<file path="src/rtl/mask_if.sv">
// Bundles the data word, the keep-count and the registered masked result
// of the mask block. The master drives data and position; the slave returns
// the masked word.
interface mask_if #(
  parameter int WIDTH = 15,
  parameter int POS_W = 7
);

  logic [WIDTH-1:0] Maskin;
  logic [POS_W-1:0] position;
  logic [WIDTH-1:0] Maskout;

  modport master (
    output Maskin,
    output position,
    input  Maskout
  );

  modport slave (
    input  Maskin,
    input  position,
    output Maskout
  );

endinterface : mask_if

</file>
<file path="src/rtl/mask.sv">
// Low-order bit keeper: Maskout is loaded every clock with Maskin ANDed with
// a mask of min(position, WIDTH) ones starting at bit 0. Any position at or
// above WIDTH saturates to a full pass-through; nothing wraps.
// The mask is pure combinational logic of position, followed by the single
// output register, which clears asynchronously while rst is low.
module mask #(
  parameter int WIDTH = 15,
  parameter int POS_W = 7
) (
  input  logic  clk,
  input  logic  rst,
  mask_if.slave bus
);

  logic [WIDTH-1:0] mask_next;
  logic [WIDTH-1:0] masked_next;
  logic [WIDTH-1:0] maskout_reg;

  // Position widened to 32 bits so the per-bit compare stays correct even
  // when WIDTH exceeds the range position can express.
  logic [31:0] position_ext;

  assign position_ext = 32'(bus.position);

  // Bit gi is kept exactly when gi < k, which is equivalent to position > gi;
  // positions beyond WIDTH therefore light every bit without any modulo.
  genvar gi;
  generate
    for (gi = 0; gi < WIDTH; gi++) begin : g_mask_bit
      localparam int unsigned BIT_IDX = gi;
      assign mask_next[gi]   = (position_ext > BIT_IDX);
      assign masked_next[gi] = bus.Maskin[gi] & mask_next[gi];
    end
  endgenerate

  // Output register: cleared at once on reset, otherwise reloaded every edge.
  always_ff @(posedge clk or negedge rst) begin
    if (!rst) begin
      maskout_reg <= '0;
    end else begin
      maskout_reg <= masked_next;
    end
  end

  assign bus.Maskout = maskout_reg;

endmodule : mask

</file>
<file path="src/flat_wrapper.sv">
// flat-port wrapper written by rule: the top's interface ports become plain ports
module mask_flat 
#(
  parameter int WIDTH = 15,
  parameter int POS_W = 7
)
  (clk, rst, bus_Maskin, bus_position, bus_Maskout);
  mask_if #(.WIDTH(WIDTH), .POS_W(POS_W)) bus_i ();
  input  logic clk;
  input  logic rst;
  input wire logic [$bits(bus_i.Maskin)-1:0] bus_Maskin;
  input wire logic [$bits(bus_i.position)-1:0] bus_position;
  output wire logic [$bits(bus_i.Maskout)-1:0] bus_Maskout;
  assign bus_i.Maskin = bus_Maskin;
  assign bus_i.position = bus_position;
  assign bus_Maskout = bus_i.Maskout;
  mask #(.WIDTH(WIDTH), .POS_W(POS_W)) u_core (.clk(clk), .rst(rst), .bus(bus_i));
endmodule
</file>
<file path="config.mk">
export PLATFORM = sky130hd
export DESIGN_NAME = mask_flat
export DESIGN_NICKNAME = d
export VERILOG_FILES = /design/src/rtl/mask_if.sv /design/src/rtl/mask.sv /design/src/flat_wrapper.sv
export SDC_FILE = /design/constraint.sdc
export NUM_CORES = 1
export LEC_CHECK = 0
export ABC_CLOCK_PERIOD_IN_PS = 1100
export BUFFER_PORTS_ARGS = -buffer_cell sky130_fd_sc_hd__buf_2
export CAP_MARGIN = 10
export CORE_UTILIZATION = 42
export DETAILED_ROUTE_END_ITERATION = 8
export PLACE_DENSITY = 0.8
export SYNTH_ARGS = -nofsm -noshare
export SYNTH_HDL_FRONTEND = slang
export SYNTH_SLANG_ARGS = --single-unit
</file>
<file path="constraint.sdc">
create_clock -name clk -period 1.1 [get_ports clk]
set_input_delay 0.165 -clock clk [delete_from_list [all_inputs] [get_ports clk]]
set_output_delay 0.165 -clock clk [all_outputs]
set_load 0.005 [all_outputs]
</file>
==> flow_metrics.env <==
export IMPL_drt_wirelength_per_cell_um=11.5
export IMPL_p_leak_nw=0.426
export IMPL_portBuffers=38
export IMPL_tns_ns=0
export IMPL_largest_register_ffs=15
export IMPL_clock_path_buffers=2
export IMPL_crit_path_top_delay_cell="dfrtp_1"
export IMPL_critPathLaunchType="flop"
export IMPL_internal_power_mw=0.804
export IMPL_period_minus_slack_ns=0.947
export IMPL_yosysTopAreaCellShare_pct=62.1
export IMPL_fillers=110
export IMPL_cp_top_family="flip-flops"
export IMPL_cap_violations=0
export IMPL_fmax_mhz=1060
export IMPL_drive_above_1_share_pct=47.8
export IMPL_seq_area_frac_synth_pct=62.1
export IMPL_drc=0
export IMPL_synth_seq_cells=15
export IMPL_synth_cell_types=17
export IMPL_stdcell_area_um2=842
export IMPL_grt_ovfl_total=0
export IMPL_finalHoldWorstSlack_ns=0.108
export IMPL_track_usage_pct=16.6
export IMPL_synth_area_top_cells="dfrtp_1 62%, a21boi_0 15%, nor4_4 3.5%, nand2_1 2.5%, o22ai_1 2.1%"
export IMPL_yosys_warnings=0
export IMPL_initial_utilization_pct=45.9
export IMPL_rsz0062_at_grt="no"
export IMPL_power_mw=1.05
export IMPL_syn2layout_area_growth_pct=39.3
export IMPL_synth_nets=75
export IMPL_antenna_found_initial=0
export IMPL_startpoint="u_core.bus.Maskout[3]"
export IMPL_setup_ws_ns=0.153
export IMPL_combinationalPowerShare_pct=15.0
export IMPL_hold_viol=0
export IMPL_crit_required_ns=0.94
export IMPL_gp_congestion=0.642
export IMPL_synth_area_leader_cell="dfrtp_1"
export IMPL_first_iter_violations=9
export IMPL_netlist_instances=51
export IMPL_die_x_um=39.9
export IMPL_status="completed"
export IMPL_setup_viol=0
export IMPL_clock_sinks=15
export IMPL_pre_cts_ws_ns=0.0551
export IMPL_pwr_share_seq_pct=56.2
export IMPL_cts_root_buf="clkbuf_4"
export IMPL_dp_cells=102
export IMPL_io_pins=39
export IMPL_peakVddDrop_v=0.000739
export IMPL_pwr_share_clk_pct=28.8
export IMPL_grt_pass1_vias=417
export IMPL_ant_nets=0
export IMPL_crit_arrival_ns=0.78
export IMPL_p_switching_mw=0.248
export IMPL_power_switching_share_pct=23.6
export IMPL_tritoncts="built"
export IMPL_utilization_pct=63.9
export IMPL_dpl_hpwl_um=947
export IMPL_vias_per_cell=4.93
export IMPL_cts_buffers=3
export IMPL_hold_end="u_core.bus.Maskout[7]"
export IMPL_postCtsResizedCells=0
export IMPL_end_kind="output port"
export IMPL_coreArea_um2=1320
export IMPL_detail_route_first_pass_iterations=4
export IMPL_grt_start_max_net_pins=16
export IMPL_slew_viol_final=0
export IMPL_final_nets=117
export IMPL_diodes=0
export IMPL_critPathMaxFanout=1
export IMPL_slowest_delay_ns=0.38
export IMPL_avgSynthCellArea_um2=11.8
export IMPL_syn_cell_area_um2=604
export IMPL_dieArea_um2=1590
export IMPL_worstMarginPinSlew_ns=0.420
export IMPL_placed_area_um2=806
export IMPL_hp_class="in -> reg"
export IMPL_crit_type="reg -> out"
export IMPL_htreeDepth=1
export IMPL_min_from="bus_Maskin[7]"
export IMPL_relSlewSlack_pct=71.8
export IMPL_whs_path_depth=2
export IMPL_pwr_density_cell_nw_per_um2=1250
export IMPL_chipHeight_um=39.9
export IMPL_crit_path_cell_trace="buf_2"
export IMPL_grt_pass1_wl_mm=1.68
export IMPL_clkTransAtPathRegs_ns=0.08
export IMPL_fin_crit_sh_pct=86.1
export IMPL_wirelength_mm=1.23
export IMPL_layout_cells_non_filler=107
export IMPL_rows=13
export IMPL_path_buf_inv=1
export IMPL_vias=527
export IMPL_postCtsSetupBuffers=0
## cell families (layout without fill, tap and decap cells)
| logic type | after synthesis | in the layout | share of synthesized area, % |
|---|---|---|---|
| compound gates | 18 | 18 | 20.7 |
| buf+inv | 6 | 47 | 4.35 |
| flops | 15 | 15 | 62.1 |
| simple gates | 12 | 12 | 12.8 |
## per-layer routing
layer | track usage, % | part of all wire (%) | wire length (um)
met1 | 17.7 | 40 | 498
met4 | 10.3 | 0.89 | 11
met2 | 29.4 | 52 | 641
met3 | 3.33 | 6.5 | 80
met5 | 0 | 0 | 0
## cells in the final DEF, fill, tap and decap left out, drive strengths merged
master / instances
buf: 39
dfrtp: 15
a21boi: 12
nand2: 4
clkbuf: 4
inv: 3
nand3: 2
o22ai: 2
o21ai: 2
nor3: 2
nor4: 1
nor2b: 1
a21oi: 1
o211ai: 1
nand4: 1
nor2: 1
dlygate4sd3: 1
## cell usage after synthesis (all sizes together)
master   n
o22ai    2
nand3    2
o211ai   1
a21oi    1
nor3     2
o21ai    2
nand2    4
clkbuf   1
a21boi  12
dfrtp   15
nor4     1
nor2     1
inv      3
nor2b    1
nand4    1
buf      2
## power groups by stage
stage,logic [mW],registers [mW],clock network (mW)
after floorplan,0.0528,0.610,0
after global placement,0.153,0.603,0
after detailed placement,0.157,0.603,0
after CTS,0.161,0.592,0.309
after global routing,0.177,0.596,0.340
final,0.158,0.592,0.303
## worst max path at each step
stage                       endpoint  slack, ns  cells past startpoint
2_1_floorplan  u_core.bus.Maskout[0]       0.28                      3
3_3_place_gp   u_core.bus.Maskout[4]       0.09                      3
3_5_place_dp   u_core.bus.Maskout[4]       0.06                      3
4_1_cts               bus_Maskout[3]       0.15                      1
5_1_grt               bus_Maskout[1]       0.12                      1
6_report              bus_Maskout[3]       0.15                      1
## layout make-up
cell class	instances	area [um^2]	area share (%)
Sequential cell	15	375	44.6
Timing Repair Buffer	40	208	24.7
Multi-Input combinational cell	30	203	24.1
Tap cell	15	18.8	2.23
Clock buffer	4	26.3	3.12
Inverter	3	11.3	1.34
## timing repair
action / in CTS / in global routing
setup endpoints to repair: 0 / 0
hold buffers: 1 / 0
endpoints found under the hold margin: 15 / 0
Note: power is estimated with default switching activity, not from simulation.
